<file path="src/rtl/axi_dw_allocator_pkg.sv">
// Shared widths and the W beat struct for the master-port write-data allocator.
// Latency: n/a (types and constants only).
// Backpressure: n/a.
package axi_dw_allocator_pkg;

  localparam int AXI_DW_DATA_W = 64;
  localparam int AXI_DW_USER_W = 6;
  localparam int AXI_DW_STRB_W = AXI_DW_DATA_W / 8;

  // One W beat; the source mux and the optional skid buffer both move this type.
  typedef struct packed {
    logic [AXI_DW_DATA_W-1:0] data;
    logic [AXI_DW_STRB_W-1:0] strb;
    logic [AXI_DW_USER_W-1:0] user;
    logic                     last;
  } w_beat_t;

endpackage

</file>
<file path="src/rtl/axi_dw_allocator_fifo.sv">
// Generic synchronous FIFO, used here to hold one-hot AW grant sources.
// Latency: 1 cycle push-to-pop_vld, no bypass.
// Backpressure: push_rdy low when full; a push while full is dropped.
// Ports: push_vld/push_dat/push_rdy write side, pop_vld/pop_dat/pop_rdy read side.
module axi_dw_allocator_fifo #(
  parameter int DATA_WIDTH = 4,
  parameter int DATA_DEPTH = 8
) (
  input  logic                  clk,
  input  logic                  rst_n,
  input  logic                  push_vld,
  input  logic [DATA_WIDTH-1:0] push_dat,
  output logic                  push_rdy,
  output logic                  pop_vld,
  output logic [DATA_WIDTH-1:0] pop_dat,
  input  logic                  pop_rdy
);

  localparam int PTR_W = (DATA_DEPTH > 1) ? $clog2(DATA_DEPTH) : 1;
  localparam int CNT_W = $clog2(DATA_DEPTH + 1);

  logic [DATA_WIDTH-1:0] mem_q [DATA_DEPTH];
  logic [PTR_W-1:0]      wr_ptr_q, rd_ptr_q;
  logic [CNT_W-1:0]      cnt_q;
  logic                  push_en, pop_en;

  function automatic logic [PTR_W-1:0] next_ptr(input logic [PTR_W-1:0] p);
    return (p == PTR_W'(DATA_DEPTH - 1)) ? '0 : p + PTR_W'(1);
  endfunction

  assign push_rdy = (cnt_q != CNT_W'(DATA_DEPTH));
  assign pop_vld  = (cnt_q != '0);
  assign push_en  = push_vld & push_rdy;
  assign pop_en   = pop_rdy & pop_vld;
  // Read data forced to zero when empty so downstream muxes idle at zero.
  assign pop_dat  = pop_vld ? mem_q[rd_ptr_q] : '0;

  always_ff @(posedge clk or negedge rst_n) begin
    if (!rst_n) begin
      for (int i = 0; i < DATA_DEPTH; i++) mem_q[i] <= '0;
      wr_ptr_q <= '0;
      rd_ptr_q <= '0;
      cnt_q    <= '0;
    end else begin
      if (push_en) begin
        mem_q[wr_ptr_q] <= push_dat;
        wr_ptr_q        <= next_ptr(wr_ptr_q);
      end
      if (pop_en) rd_ptr_q <= next_ptr(rd_ptr_q);
      case ({push_en, pop_en})
        2'b10:   cnt_q <= cnt_q + CNT_W'(1);
        2'b01:   cnt_q <= cnt_q - CNT_W'(1);
        default: cnt_q <= cnt_q;
      endcase
    end
  end

endmodule

</file>
<file path="src/rtl/axi_dw_allocator.sv">
// Write-data allocator: forwards W beats from N target inputs to one master W port in AW grant order.
// Latency: 0 (combinational); 1 cycle when AXI_DW_ALLOC_OUT_REG_EN is defined (2-entry skid buffer).
// Backpressure: only the head-of-FIFO source sees ready, gated by master ready (or skid buffer space).
// Ports: slave_w* per-target W inputs/readies, master_w* forwarded W channel,
//        push_ID_i/ID_i/grant_FIFO_ID_o grant-order push interface from the AW allocator.
module axi_dw_allocator
  import axi_dw_allocator_pkg::*;
#(
  parameter int N_TARG_PORT = 4,
  parameter int FIFO_DEPTH  = 8,
  parameter int AXI_DATA_W  = AXI_DW_DATA_W,
  parameter int AXI_USER_W  = AXI_DW_USER_W
) (
  input  logic                                    clk,
  input  logic                                    rst_n,
  input  logic [N_TARG_PORT-1:0][AXI_DATA_W-1:0]   slave_wdata_i,
  input  logic [N_TARG_PORT-1:0][AXI_DATA_W/8-1:0] slave_wstrb_i,
  input  logic [N_TARG_PORT-1:0][AXI_USER_W-1:0]   slave_wuser_i,
  input  logic [N_TARG_PORT-1:0]                   slave_wlast_i,
  input  logic [N_TARG_PORT-1:0]                   slave_wvalid_i,
  output logic [N_TARG_PORT-1:0]                   slave_wready_o,
  output logic [AXI_DATA_W-1:0]                    master_wdata_o,
  output logic [AXI_DATA_W/8-1:0]                  master_wstrb_o,
  output logic [AXI_USER_W-1:0]                    master_wuser_o,
  output logic                                     master_wlast_o,
  output logic                                     master_wvalid_o,
  input  logic                                     master_wready_i,
  input  logic                                     push_ID_i,
  input  logic [N_TARG_PORT-1:0]                   ID_i,
  output logic                                     grant_FIFO_ID_o
);

  logic [N_TARG_PORT-1:0] fifo_dat, sel;
  logic                   fifo_vld, fifo_rdy;
  logic                   master_ready_int, in_vld, accept, pop;
  w_beat_t                in_beat;

  axi_dw_allocator_fifo #(
    .DATA_WIDTH (N_TARG_PORT),
    .DATA_DEPTH (FIFO_DEPTH)
  ) u_id_fifo (
    .clk      (clk),
    .rst_n    (rst_n),
    .push_vld (push_ID_i),
    .push_dat (ID_i),
    .push_rdy (fifo_rdy),
    .pop_vld  (fifo_vld),
    .pop_dat  (fifo_dat),
    .pop_rdy  (pop)
  );

  // Held low during reset so the AW side never sees a grant before the FIFO is usable.
  assign grant_FIFO_ID_o = fifo_rdy & rst_n;
  assign sel             = fifo_vld ? fifo_dat : '0;

  // AND-OR mux: sel is one-hot (or zero), so OR-ing the selected inputs picks one source.
  always_comb begin
    in_beat = '0;
    for (int i = 0; i < N_TARG_PORT; i++) begin
      if (sel[i]) begin
        in_beat.data = in_beat.data | slave_wdata_i[i];
        in_beat.strb = in_beat.strb | slave_wstrb_i[i];
        in_beat.user = in_beat.user | slave_wuser_i[i];
        in_beat.last = in_beat.last | slave_wlast_i[i];
      end
    end
  end

  assign in_vld         = |(slave_wvalid_i & sel);
  assign slave_wready_o = sel & {N_TARG_PORT{master_ready_int}};
  assign accept         = in_vld & master_ready_int;
  // Popping on the accepted last beat lets the next burst's head be used on the following cycle.
  assign pop            = accept & in_beat.last;

`ifdef AXI_DW_ALLOC_OUT_REG_EN
  // Two-entry skid buffer: entry 0 drives the outputs, entry 1 absorbs a beat while stalled.
  w_beat_t    skid_q [2];
  logic [1:0] skid_cnt_q;
  logic       out_pop;

  // Ready upstream depends only on local occupancy, cutting the master_wready_i path.
  assign master_ready_int = (skid_cnt_q != 2'd2);
  assign out_pop          = (skid_cnt_q != 2'd0) & master_wready_i;

  always_ff @(posedge clk or negedge rst_n) begin
    if (!rst_n) begin
      skid_q[0]  <= '0;
      skid_q[1]  <= '0;
      skid_cnt_q <= 2'd0;
    end else begin
      case ({accept, out_pop})
        2'b10: begin
          if (skid_cnt_q == 2'd0) skid_q[0] <= in_beat;
          else                    skid_q[1] <= in_beat;
          skid_cnt_q <= skid_cnt_q + 2'd1;
        end
        2'b01: begin
          skid_q[0]  <= skid_q[1];
          skid_cnt_q <= skid_cnt_q - 2'd1;
        end
        2'b11: begin
          if (skid_cnt_q == 2'd1) begin
            skid_q[0] <= in_beat;
          end else begin
            skid_q[0] <= skid_q[1];
            skid_q[1] <= in_beat;
          end
        end
        default: skid_cnt_q <= skid_cnt_q;
      endcase
    end
  end

  assign master_wvalid_o = (skid_cnt_q != 2'd0);
  assign master_wdata_o  = skid_q[0].data;
  assign master_wstrb_o  = skid_q[0].strb;
  assign master_wuser_o  = skid_q[0].user;
  assign master_wlast_o  = skid_q[0].last;
`else
  assign master_ready_int = master_wready_i;
  assign master_wvalid_o  = in_vld;
  assign master_wdata_o   = in_beat.data;
  assign master_wstrb_o   = in_beat.strb;
  assign master_wuser_o   = in_beat.user;
  assign master_wlast_o   = in_beat.last;
`endif

endmodule
</file>
<file path="config.mk">
export PLATFORM = sky130hd
export DESIGN_NAME = axi_dw_allocator
export DESIGN_NICKNAME = d
export VERILOG_FILES = /design/src/rtl/axi_dw_allocator_pkg.sv /design/src/rtl/axi_dw_allocator_fifo.sv /design/src/rtl/axi_dw_allocator.sv
export SDC_FILE = /design/constraint.sdc
export NUM_CORES = 1
export LEC_CHECK = 0
export CORE_AREA = 3 3 161 163
export DETAILED_ROUTE_END_ITERATION = 7
export DIE_AREA = 0 0 164 166
export PLACE_DENSITY = 0.5
export REMOVE_ABC_BUFFERS = 1
export SLEW_MARGIN = 20
export SYNTH_ARGS = -nofsm -noshare
export SYNTH_HDL_FRONTEND = slang
export SYNTH_HIERARCHICAL = 1
export SYNTH_SLANG_ARGS = --single-unit
</file>
<file path="constraint.sdc">
create_clock -name clk -period 7.1 [get_ports clk]
set_input_delay 0.71 -clock clk [delete_from_list [all_inputs] [get_ports clk]]
set_output_delay 0.71 -clock clk [all_outputs]
set_load 0.01 [all_outputs]
</file>
# Word level (Yosys, flattened, before mapping)
# Index checks and enable logic that the tools add are counted.
[classes] bitwise=21 n_reduce_logical=4 n_eq_ne=5 muxes=14 addsub=4 order_cmp=3
[op_table] op="79-bit two-way mux" n=4
[op_table] op="64-bit bitwise OR" n=3
[op_table] op="32-bit bitwise mux" n=1
[op_table] op="8-bit bitwise OR" n=3
[op_table] op="6-bit bitwise OR" n=3
[op_table] op="4-bit two-way mux" n=4
[op_table] op="4-bit binary-select mux with 3-bit select" n=1
[op_table] op="4-bit demux with 3-bit select" n=1
[op_table] op="4-bit AND" n=2
[op_table] op="4-bit greater-or-equal comparator (second input constant)" n=2
[op_table] op="3-bit NOT with 4-bit output" n=2
[op_table] op="4-bit one-hot mux with 2 select lines" n=1
[op_table] op="3-bit by 1-bit adder with 3-bit output (second input constant)" n=2
[op_table] op="3-bit == test (second input constant)" n=2
[op_table] op="3-bit two-way mux" n=2
[op_table] op="1-bit AND" n=5
[op_table] op="4-bit by 1-bit adder with 4-bit output (second input constant)" n=1
[op_table] op="4-bit by 1-bit less-than comparator with 1-bit output (second input constant)" n=1
[op_table] op="4-bit != test (second input constant)" n=1
[op_table] op="4-bit nonzero test" n=1
[op_table] op="4-bit OR reduction" n=1
[op_table] op="4-bit by 1-bit subtractor with 4-bit output (second input constant)" n=1
[op_table] op="1-bit bitwise OR" n=3
[op_table] op="2-bit by 1-bit == test with 1-bit output (second input constant)" n=1
[op_table] op="other kinds (3)" n=3
[totals] regBits=42 input_bits=328 wordCells=62

# Logic depth before layout (Yosys ltp)
# Gate-level depths: netlist of run 1.
[depth] depth_word=16 depth_mapped=17 mapped_depth_nobuf=15

# By module
# The synthesis of run 1 kept the hierarchy.
[by_module_without_submodules] mod="axi_dw_allocator" area_per_inst_um2=2237.1 instances=1 cells_each=292
[by_module_without_submodules] mod="axi_dw_allocator_fifo" area_per_inst_um2=2089.5 instances=1 cells_each=145

# Worst setup path before layout of run 1
# OpenSTA, ideal clock, no wires.
[synth_path] path_type="register to register" start="reg u_id_fifo.rd_ptr_q[0]" end="reg u_id_fifo.cnt_q[2]" setup_ns=0.126 slack_ns=3.817 stages_incl_launch_ff=18 arrival_time_ns=3.157 path_cell_list="dfrtp_1 -> buf_2 -> mux4_2 -> mux2i_1 -> nor2_1 -> buf_6 -> a22o_1 -> a221oi_2 -> nor3_1 -> nand2_1 -> inv_1 -> ha_1 -> xor2_1 -> ha_1 -> a21oi_1 -> xor2_1 -> nor2_1 -> xor2_1"
[synth_between] elab_chain_len=16 elab_cells_between_ends=21 cone_classes="eq/ne: 2; mux: 9; bitwise: 8; reduce/logical: 2"
[synth_lines] item="start, declared" line="axi_dw_allocator_fifo.sv:23" rtl="logic [PTR_W-1:0] wr_ptr_q, rd_ptr_q;"
[synth_lines] item="start signal, assigned" line="axi_dw_allocator_fifo.sv:49" rtl="if (pop_en) rd_ptr_q <= next_ptr(rd_ptr_q);"
[synth_lines] item="3-bit NOT with 4-bit output (implied by the code) *" line="axi_dw_allocator_fifo.sv:36" rtl="assign pop_dat = pop_vld ? mem_q[rd_ptr_q] : '0;"
[synth_lines] item="4-bit binary-select mux with 3-bit select *" line="axi_dw_allocator_fifo.sv:36"
[synth_lines] item="4-bit two-way mux (implied by the code) * (2 in a row)" line="axi_dw_allocator_fifo.sv:36"
[synth_lines] item="net fifo_dat[0]" line="axi_dw_allocator.sv:33" rtl="logic [N_TARG_PORT-1:0] fifo_dat, sel;"
[synth_lines] item="4-bit two-way mux *" line="axi_dw_allocator.sv:54" rtl="assign sel = fifo_vld ? fifo_dat : '0;"
[synth_lines] item="79-bit two-way mux" line="axi_dw_allocator.sv:60" rtl="if (sel[i]) begin"
[synth_lines] item="1-bit bitwise OR" line="axi_dw_allocator.sv:64" rtl="in_beat.last = in_beat.last | slave_wlast_i[i];"
[synth_lines] item="79-bit two-way mux" line="axi_dw_allocator.sv:60"
[synth_lines] item="[2 not listed]"
[synth_lines] item="1-bit bitwise OR" line="axi_dw_allocator.sv:64"
[synth_lines] item="79-bit two-way mux" line="axi_dw_allocator.sv:60"
[synth_lines] item="1-bit AND *" line="axi_dw_allocator.sv:73" rtl="assign pop = accept & in_beat.last;"
[synth_lines] item="net pop" line="axi_dw_allocator.sv:35" rtl="logic master_ready_int, in_vld, accept, pop;"
[synth_lines] item="1-bit AND *" line="axi_dw_allocator_fifo.sv:34" rtl="assign pop_en = pop_rdy & pop_vld;"
[synth_lines] item="net u_id_fifo.pop_en" line="axi_dw_allocator_fifo.sv:25" rtl="logic push_en, pop_en;"
[synth_lines] item="2-bit by 1-bit == test with 1-bit output or 2-bit == test (tied branches)" line="axi_dw_allocator_fifo.sv:50" rtl="case ({push_en, pop_en})"
[synth_lines] item="4-bit one-hot mux with 2 select lines or 2-bit nonzero test (tied branches)"
[synth_lines] item="end signal, assigned" line="axi_dw_allocator_fifo.sv:51" rtl="2'b10: cnt_q <= cnt_q + CNT_W'(1);"
[synth_lines] item="end signal, assigned" line="axi_dw_allocator_fifo.sv:52" rtl="2'b01: cnt_q <= cnt_q - CNT_W'(1);"
[synth_lines] item="end signal, assigned" line="axi_dw_allocator_fifo.sv:53" rtl="default: cnt_q <= cnt_q;"
[synth_lines] item="end, declared" line="axi_dw_allocator_fifo.sv:24" rtl="logic [CNT_W-1:0] cnt_q;"
# Mark *: on every way through the listed nets, which the timed path passes. The rest lies on a longest branch. The select of a mux whose other input is x is not followed.
# A chain may end at the register's enable or synchronous reset.

# Worst setup path in the final report of run 1
[layout_path] start="reg u_id_fifo.rd_ptr_q[0]" end="out master_wuser_o[2]"
[layout_between] elab_cells_between_ends=12 cone_classes="mux: 8; bitwise: 4"
[layout_lines] item="3-bit NOT with 4-bit output (implied by the code) *" line="axi_dw_allocator_fifo.sv:36"
[layout_lines] item="4-bit binary-select mux with 3-bit select *" line="axi_dw_allocator_fifo.sv:36"
[layout_lines] item="4-bit two-way mux (implied by the code) * (2 in a row)" line="axi_dw_allocator_fifo.sv:36"
[layout_lines] item="net fifo_dat[2]" line="axi_dw_allocator.sv:33"
[layout_lines] item="4-bit two-way mux *" line="axi_dw_allocator.sv:54"
[layout_lines] item="79-bit two-way mux *" line="axi_dw_allocator.sv:60"
[layout_lines] item="6-bit bitwise OR" line="axi_dw_allocator.sv:63" rtl="in_beat.user = in_beat.user | slave_wuser_i[i];"
[layout_lines] item="79-bit two-way mux *" line="axi_dw_allocator.sv:60"
[layout_lines] item="end, declared" line="axi_dw_allocator.sv:24" rtl="output logic [AXI_USER_W-1:0] master_wuser_o,"
# Marks and branches as above.

==> results.toml, run 1 <==
[cells_and_area]
final_cells = 1143
mostFrequentLayoutCells = "411 x clkdlybuf4s50_1, 150 x a22oi_1, 51 x a21boi_0"
nets = 1148
final_common_cell = "clkdlybuf4s50_1"
post-route-util_pct = 35.7
drive_gt1_share_pct = 9.58
area_growth_pct = 102

[detailed_routing]
drtPass1Iterations = 4
drc = 0
vias_per_cell = 4.71
detail_route.wirelength_mm = 27.5
vias = 5386
avgRoutedWirePerCell_um = 24.1
initialDrtViolationCount = 314
drtAntennaViolNets = 0

[power_and_ir_drop]
power_mw = 5.12
power_density_nw_per_um2 = 586
internal_power_mw = 2.68
comb_power_share_pct = 85.4
switching_share_pct = 47.7
p_leak_nw = 3.33
sequentialPowerShare_pct = 9.5
p_clk_share_pct = 5.1
vdd_ir_drop_max_v = 0.000355
p_sw_mw = 2.44

[yosys]
synth_ff_type = "dfrtp_1"
synth_simple_gate_area_share_pct = 5.49
synthAdderAreaFrac_pct = 2.02
ys_types = 40
synth_cells = 437
synth_xor_area_share_pct = 1.01
synth-compound-area-share_pct = 43.3
ys_seq_elements = 42
synthMuxAreaShare_pct = 14.5
synth.cell_area_um2 = 4330
synth_top_family_by_area = "compound AO/OA/AOI/OAI gates"
synth-seq-area-share_pct = 24.3
synth_edf_count = 0
async_flop_share_pct = 100
avgSynthCellArea_um2 = 9.90
yosys_warnings = 6

[sta]
final_hold_viol_count = 0
period_needed_ns = 4.64
relSlewSlack_pct = 32.4
rsz0062_at_grt = "no"
slew_viol_final = 0
post-route-period-util_pct = 65.3
tightest_slew_ns = 1.01
skew_ns = 0.00795
whs_ns = 0.499
fmax_mhz = 216
totalNegativeSetupSlack_ns = 0
setup_violations = 0

[placed_design]
placedCellCount = 1130
gp_congestion = 0.842
placement.io_buffers = 412
dp_hpwl_mm = 21.9

[global_route]
grt_max_degree = 65
grt_antenna_before_repair = 6
grt_pass1_vias = 5305
grt_first_pass_wirelength_mm = 37.9
gr-usage-all-layers_pct = 18.7
grt-ovfl-total = 0

[cts]
postCtsSetupBuffers = 0
cts_buffer_depth = 2
cts.clk_slew.worst_paths_ns = 0.07
cts-root-buf = "clkbuf_16"
cts_resized = 0
cts_max_level = 2
clk_latency_ns = 0.29
cts.sinks = 42
ctsHoldBuffers = 0
numCtsBuffers = 5
cts_tree = "built"

[worst_setup_path]
critPathLaunch = "u_id_fifo/rd_ptr_q[0]"
startpoint_type = "register"
slowest_delay_ns = 0.78
critPathCapture = "master_wuser_o[2]"
arrival_ns = 3.93
r2r_start = "u_id_fifo/rd_ptr_q[0]"
worstPathMaxFanout = 44
crit_chain = "mux4_2 > mux2i_1 > nor2_4 > buf_4 > a22oi_1 > a21boi_0 > clkdlybuf4s50_1"
rr_worst_depth = 15
crit_required_ns = 6.39
end_kind = "output pin"
crit_type = "reg -> out"
worst-r2r-setup-slack_ns = 2.97
r2r_end = "u_id_fifo/cnt_q[2]"
cpMaxStageDelayCell = "nor2_4"

[die]
core-area_um2 = 24500
dieWidth_um = 164
die_area_um2 = 27200
initial_core_util_pct = 17.7
placementRows = 57
ioPinCount = 413
fp.dieH_um = 166

[run_status]
outcome = "completed"

[run]
cap_violations = 0

[hold_path]
hold_path_class = "in -> async"
==> cell families after synthesis <==
family / Yosys count
AOI/OAI and AO/OA: 244
and+or+nand+nor: 39
muxes: 47
buffers and inverters: 53
adders and majority gates: 7
xor gates and xnor gates: 5
DFF: 42
==> layout make-up <==
type	instances	area [µm²]
clock inverter	3	43.8
inverter	3	16.3
clock buffer	5	125
antenna	5	12.5
fill	2485	15700
timing repair buffer	419	4170
tap	324	405
multi-input combinational	342	2920
sequential	42	1050
==> synthesized netlist by cell type, types with 3 or more instances <==
master / instances / share of area, %
dfrtp_1: 42 / 24
mux2_2: 31 / 8.1
buf_6: 12 / 3.1
a22oi_2: 6 / 1.7
ha_1: 7 / 2.0
nand4b_1: 3 / 0.61
mux2i_1: 4 / 0.93
mux2_4: 4 / 1.4
nand2_1: 8 / 0.69
clkbuf_1: 7 / 0.61
a21boi_1: 27 / 4.7
or4b_4: 3 / 0.95
nor2b_1: 5 / 0.72
buf_2: 11 / 1.3
xor2_1: 4 / 0.81
a21boi_0: 51 / 8.8
a22oi_1: 150 / 26
nor3_1: 3 / 0.35
mux4_2: 8 / 4.2
buf_4: 18 / 3.1
and3_1: 4 / 0.58
nor2_1: 6 / 0.52
==> worst min-delay path by stage <==
stage | from | endpoint | slack, ns | cells past startpoint
global placement | u_id_fifo/mem_q[0] | u_id_fifo/mem_q[0] | 0.48 | 1
floorplan | rst_n | u_id_fifo/cnt_q[0] | 0.41 | 0
detailed placement | u_id_fifo/mem_q[0] | u_id_fifo/mem_q[0] | 0.49 | 1
finish | rst_n | u_id_fifo/mem_q[11] | 0.50 | 2
CTS | rst_n | u_id_fifo/mem_q[27] | 0.51 | 2
global route | u_id_fifo/mem_q[5] | u_id_fifo/mem_q[5] | 0.52 | 1
==> power by group through the flow <==
stage	combinational, mW	sequential (mW)	clock (mW)
6_report	4.37	0.489	0.261
2_1_floorplan	2.18	0.444	0
3_5_place_dp	4.44	0.486	0
3_3_place_gp	4.44	0.486	0
4_1_cts	4.45	0.483	0.267
5_1_grt	4.73	0.510	0.277
==> routing by layer <==
layer	vias up	global-route usage, %	routed length (µm)
met2	181	33.9	14400
met1	2655	23.2	11000
li1	2536	-	-
met4	4	2.10	76
met3	10	3.94	1990
met5	-	0	24
==> through the flow <==
| step | setup WS [ns] | area (µm²) |
|---|---|---|
| final | 2.46 | 8740 |
| after global routing | 2.10 | 8740 |
| after floorplan | 1.40 | 3940 |
| after detailed placement | 2.67 | 8550 |
| after global placement | 2.68 | 8550 |
| after CTS | 2.37 | 8720 |
==> state kept, by name, indices dropped and copies added, names as in the netlist <==
| signal | cells |
|---|---|
| u_id_fifo/cnt_q | 4 |
| u_id_fifo/mem_q | 32 |
| u_id_fifo/wr_ptr_q | 3 |
| u_id_fifo/rd_ptr_q | 3 |
==> worst max-delay path: cells and delay by family (launching register included) <==
family | cells | cell delay (ns)
multiplexers | 2 | 0.43
buffers and inverters | 2 | 1.21
AND/OR/NAND/NOR | 1 | 0.78
AO/OA/AOI/OAI | 2 | 0.42
flip-flops | 1 | 0.71
No activity file was read; power rests on OpenSTA's default activity.
==> inputs of run 2 (changes only) <==
--- a/config.mk
+++ b/config.mk
@@ -5,10 +5,10 @@
 export SDC_FILE = /design/constraint.sdc
 export NUM_CORES = 1
 export LEC_CHECK = 0
-export CORE_AREA = 3 3 161 163
+export CORE_AREA = 3 3 157 159
 export DETAILED_ROUTE_END_ITERATION = 7
-export DIE_AREA = 0 0 164 166
-export PLACE_DENSITY = 0.5
+export DIE_AREA = 0 0 160 162
+export PLACE_DENSITY = 0.54
 export REMOVE_ABC_BUFFERS = 1
 export SLEW_MARGIN = 20
 export SYNTH_ARGS = -nofsm -noshare
==> constraint.sdc (replaced) <==
create_clock -name clk -period 4.1 [get_ports clk]
set_input_delay 0.41 -clock clk [delete_from_list [all_inputs] [get_ports clk]]
set_output_delay 0.41 -clock clk [all_outputs]
set_load 0.01 [all_outputs]
==> results.toml, run 2 (synthesized netlist as in run 1, its figures left out) <==
[detailed_routing]
drtPass1Iterations = 4
detail_route.wirelength_mm = 26.9
initialDrtViolationCount = 409
drtAntennaViolNets = 0
vias_per_cell = 4.73
vias = 5407
avgRoutedWirePerCell_um = 23.5
drc = 0

[global_route]
grt_pass1_vias = 5551
grt-ovfl-total = 0
grt_antenna_before_repair = 13
grt_max_degree = 49
gr-usage-all-layers_pct = 19.2
grt_first_pass_wirelength_mm = 38.0

[placed_design]
gp_congestion = 0.876
dp_hpwl_mm = 21.4
placed_area_um2 = 8600
placedCellCount = 1130
placement.io_buffers = 412

[sta]
setup_violations = 0
fmax_mhz = 261
period_needed_ns = 3.84
post-route-period-util_pct = 93.6
tightest_slew_ns = 0.607
rsz0062_at_grt = "no"
slew_viol_final = 0
relSlewSlack_pct = 59.5
final_hold_viol_count = 0
skew_ns = 0.00495

[worst_setup_path]
crit_chain = "mux4_2 > mux2i_1 > nor2_4 > buf_4 > a22oi_1 > a21boi_0 > clkdlybuf4s50_1"
r2r_end = "u_id_fifo/cnt_q[2]"
worst-r2r-setup-slack_ns = 0.46
arrival_ns = 3.43
worstPathMaxFanout = 48
slowest_delay_ns = 0.71
startpoint_type = "register"
end_kind = "output pin"
cpMaxStageDelayCell = "dfrtp_1"
crit_required_ns = 3.69
crit_type = "reg -> out"
rr_worst_depth = 15
r2r_start = "u_id_fifo/rd_ptr_q[0]"

[cells_and_area]
mostFrequentLayoutCells = "411 x clkdlybuf4s50_1, 150 x a22oi_1, 51 x a21boi_0"
nets = 1153
largest_reg_flops = 32
multi_input_comb_area_um2 = 2910
final_common_cell = "clkdlybuf4s50_1"
area_growth_pct = 103
final_area_um2 = 8780
drive_gt1_share_pct = 10.0
fill_cells = 2374
top_register = "u_id_fifo/mem_q"
regArea_um2 = 1050
final_cells = 1144
largest_registers = "u_id_fifo/mem_q x32, u_id_fifo/cnt_q x4"

[hold_path]
hold_path_class = "in -> async"

[die]
initial_core_util_pct = 18.5
die_area_um2 = 25900
dieWidth_um = 160
fp.dieH_um = 162
placementRows = 56
ioPinCount = 413
core-area_um2 = 23400

[cts]
ctsHoldBuffers = 0
cts.clk_slew.worst_paths_ns = 0.06
cts_max_level = 2
clk_latency_ns = 0.28
postCtsSetupBuffers = 0
cts-root-buf = "clkbuf_16"
cts_buffer_depth = 2
numCtsBuffers = 5
cts.sinks = 42
cts_resized = 0
cts_tree = "built"

[power_and_ir_drop]
power_mw = 8.90
p_leak_nw = 3.35
power_density_nw_per_um2 = 1010
vdd_ir_drop_max_v = 0.000633

[run]
cap_violations = 0

[run_status]
outcome = "completed"
[run 2: metal layers]
| layer | share of wire [%] | wire length [µm] | GRT usage (%) |
|---|---|---|---|
| met1 | 41 | 11000 | 24.4 |
| met2 | 50 | 13400 | 32.4 |
| met3 | 7.0 | 1880 | 5.33 |
| met4 | 1.6 | 433 | 4.73 |
| met5 | 0.40 | 108 | 0 |
[run 2: cell type report]
type	count	share of cell area, %
tap	319	4.55
sequential	42	12.0
inverter	3	0.185
timing repair buffer	424	48.1
antenna	6	0.171
multi-input combinational	342	33.1
clock buffer	6	1.47
clock inverter	2	0.428
[run 2: power by group]
| part | internal, mW | leakage, nW | total [mW] | switching, mW |
|---|---|---|---|---|
| Combinational | 3.77 | 2.76 | 7.60 | 3.83 |
| Clock | 0.288 | 0.0771 | 0.449 | 0.162 |
| Sequential | 0.626 | 0.507 | 0.849 | 0.223 |
| Total | 4.68 | 3.35 | 8.90 | 4.21 |
[run 2: worst max-delay path by stage]
stage | from | to | slack (ns) | cells past startpoint
6_report | u_id_fifo/rd_ptr_q[0] | master_wdata_o[42] | 0.26 | 7
5_1_grt | u_id_fifo/rd_ptr_q[0] | u_id_fifo/cnt_q[2] | 0.11 | 15
4_1_cts | u_id_fifo/rd_ptr_q[0] | master_wdata_o[42] | 0.31 | 7
3_5_place_dp | u_id_fifo/rd_ptr_q[0] | u_id_fifo/cnt_q[2] | 0.47 | 15
3_3_place_gp | u_id_fifo/rd_ptr_q[0] | u_id_fifo/cnt_q[2] | 0.55 | 15
2_1_floorplan | u_id_fifo/rd_ptr_q[0] | u_id_fifo/cnt_q[2] | -1.60 | 15
[run 2: per-stage QoR]
step | setup TNS [ns] | worst slack, ns | util (%) | hold slack [ns]
final | 0 | 0.263 | 37.5 | 0.264
after global routing | 0 | 0.109 | 37.5 | 0.300
after CTS | 0 | 0.313 | 37.4 | 0.289
after detailed placement | 0 | 0.469 | 36.7 | 0.494
after global placement | 0 | 0.549 | 36.7 | 0.488
after floorplan | -56.25 | -1.60 | - | 0.114
[run 2: worst max-delay path, delay by kind of cell (launching register included)]
| kind | cells | cell delay (ns) |
|---|---|---|
| muxes | 2 | 0.44 |
| DFF | 1 | 0.71 |
| and+or+nand+nor | 1 | 0.15 |
| AOI/OAI and AO/OA | 2 | 0.68 |
| buffers and inverters | 2 | 1.15 |
==> inputs of run 3 (changes only) <==
--- a/config.mk
+++ b/config.mk
@@ -8,6 +8,7 @@
 export CORE_AREA = 3 3 157 159
 export DETAILED_ROUTE_END_ITERATION = 7
 export DIE_AREA = 0 0 160 162
+export GPL_TIMING_DRIVEN = 0
 export PLACE_DENSITY = 0.54
 export REMOVE_ABC_BUFFERS = 1
 export SLEW_MARGIN = 20
==> constraint.sdc (replaced) <==
create_clock -name clk -period 4.1 [get_ports clk]
set_input_delay 0.615 -clock clk [delete_from_list [all_inputs] [get_ports clk]]
set_output_delay 0.615 -clock clk [all_outputs]
set_load 0.01 [all_outputs]
==> results.toml, run 3 (synthesized netlist as in run 1, its figures left out) <==
[cts]
ctsHoldBuffers = 0
cts.sinks = 42
cts_tree = "built"
cts_buffer_depth = 2
cts_max_level = 2
numCtsBuffers = 5
cts.clk_slew.worst_paths_ns = 0.06
clk_latency_ns = 0.28
cts-root-buf = "clkbuf_16"

[sta]
skew_ns = 0.00432
setup_violations = 0
tightest_slew_ns = 0.647
whs_ns = 0.229
totalNegativeSetupSlack_ns = 0
fmax_mhz = 259
slew_viol_final = 0
rsz0062_at_grt = "no"
relSlewSlack_pct = 56.5
period_needed_ns = 3.86
final_hold_viol_count = 0
post-route-period-util_pct = 94.1

[cells_and_area]
multi_input_comb_area_um2 = 2920
regArea_um2 = 1050
mostFrequentLayoutCells = "411 x clkdlybuf4s50_1, 150 x a22oi_1, 51 x a21boi_0"
fill_cells = 2404
top_register = "u_id_fifo/mem_q"
drive_gt1_share_pct = 10.9
final_common_cell = "clkdlybuf4s50_1"
nets = 1160
largest_registers = "u_id_fifo/mem_q x32, u_id_fifo/cnt_q x4"
area_growth_pct = 109
largest_reg_flops = 32
final_cells = 1148
final_area_um2 = 9050

[power_and_ir_drop]
p_leak_nw = 3.46
power_mw = 9.67
vdd_ir_drop_max_v = 0.000459
power_density_nw_per_um2 = 1070

[detailed_routing]
vias_per_cell = 4.71
vias = 5405
detail_route.wirelength_mm = 26.3
drtAntennaViolNets = 0
drtPass1Iterations = 4
initialDrtViolationCount = 349
drc = 0
avgRoutedWirePerCell_um = 22.9

[die]
core-area_um2 = 23400
initial_core_util_pct = 18.5
die_area_um2 = 25900
dieWidth_um = 160
fp.dieH_um = 162
ioPinCount = 413
placementRows = 56

[worst_setup_path]
cpMaxStageDelayCell = "dfrtp_4"
slowest_delay_ns = 0.55
startpoint_type = "register"
crit_chain = "mux4_2 > mux2i_1 > nor2_4 > buf_12 > a22o_1 > a221oi_4 > nor3_1 > nand2_1 > inv_1 > ha_1 > xor2_1 > ha_1 > a21oi_1 > xor2_1 > nor2_1 > xor2_1"
worstPathMaxFanout = 23
arrival_ns = 4.02
r2r_start = "u_id_fifo/rd_ptr_q[0]"
crit_type = "reg -> reg"
cp_common_cell = "xor2_1"
crit_required_ns = 4.26
critPathLaunch = "u_id_fifo/rd_ptr_q[0]"
end_kind = "register"

[placed_design]
placement.io_buffers = 412
dp_hpwl_mm = 21.5
gp_congestion = 0.839
placed_area_um2 = 8820
placedCellCount = 1133

[global_route]
grt_max_degree = 54
gr-usage-all-layers_pct = 18.7
grt_first_pass_wirelength_mm = 36.8
grt_antenna_before_repair = 6
grt-ovfl-total = 0
grt_pass1_vias = 5369

[run]
cap_violations = 0

[run_status]
outcome = "completed"

[hold_path]
hold_path_class = "in -> async"
-- run 3: cell types whose count changed in the layout (fill, tap and decap cells not counted), sizes merged --
cell,before,now
clkinvlp,1,0
diode,6,4
buf,13,20
-- run 3: repair_timing --
| item | CTS | global route |
|---|---|---|
| endpoints found under the setup margin | 7 | 2 |
| setup buffers | 0 | 4 |
| pin swaps | 0 | 2 |
| hold endpoints to repair | 0 | 0 |
| gates resized for setup | 1 | 2 |
-- run 3: path summary, 6_finish.rpt --
path / endpoint / slack [ns] / cells after the start
setup / recovery: u_id_fifo/cnt_q[2] / 0.24 / 16
hold / removal: u_id_fifo/mem_q[17] / 0.23 / 1
setup reg to reg: u_id_fifo/cnt_q[2] / 0.24 / 16
hold reg to reg: u_id_fifo/mem_q[1] / 0.50 / 1
max in group asynchronous: u_id_fifo/rd_ptr_q[0] / 3.38 / 2
min in group clk: u_id_fifo/mem_q[1] / 0.50 / 1
-- run 3: stage by stage --
stage	setup WS [ns]	utilization (%)
finish	0.243	38.7
global route	0.0401	38.6
CTS	0.0156	38.4
detailed placement	-0.162	37.7
global placement	-4.94	36.2
floorplan	-1.60	-
-- run 3: cell type report --
| type | count | area share [%] |
|---|---|---|
| inverters | 3 | 0.207 |
| flip-flops and latches | 42 | 11.7 |
| well taps | 319 | 4.41 |
| diodes | 4 | 0.111 |
| multi-input cells | 342 | 32.3 |
| clock buffers | 6 | 1.54 |
| clock inverters | 1 | 0.332 |
| repair buffers | 431 | 49.5 |
-- run 3: metal layers --
layer | track usage (%) | routed length, µm | vias up
met5 | 0 | 38 | -
met4 | 3.59 | 414 | 6
met3 | 4.44 | 1910 | 28
met2 | 33.0 | 13400 | 196
met1 | 23.4 | 10500 | 2621
li1 | - | - | 2554
-- run 3: power breakdown --
group	leakage, nW	total (mW)	switching, mW	internal, mW
sequential	0.506	0.834	0.205	0.629
clock	0.0830	0.453	0.153	0.300
combinational	2.87	8.38	4.03	4.36
-- run 3: worst max-delay path, delay by kind of cell (launching register included) --
family,cells,cell delay [ns]
AOI/OAI and AO/OA,3,0.77
xor gates and xnor gates,3,0.48
adders and majority gates,2,0.44
buffers and inverters,2,0.27
DFF,1,0.55
muxes,2,0.81
and+or+nand+nor,4,0.39
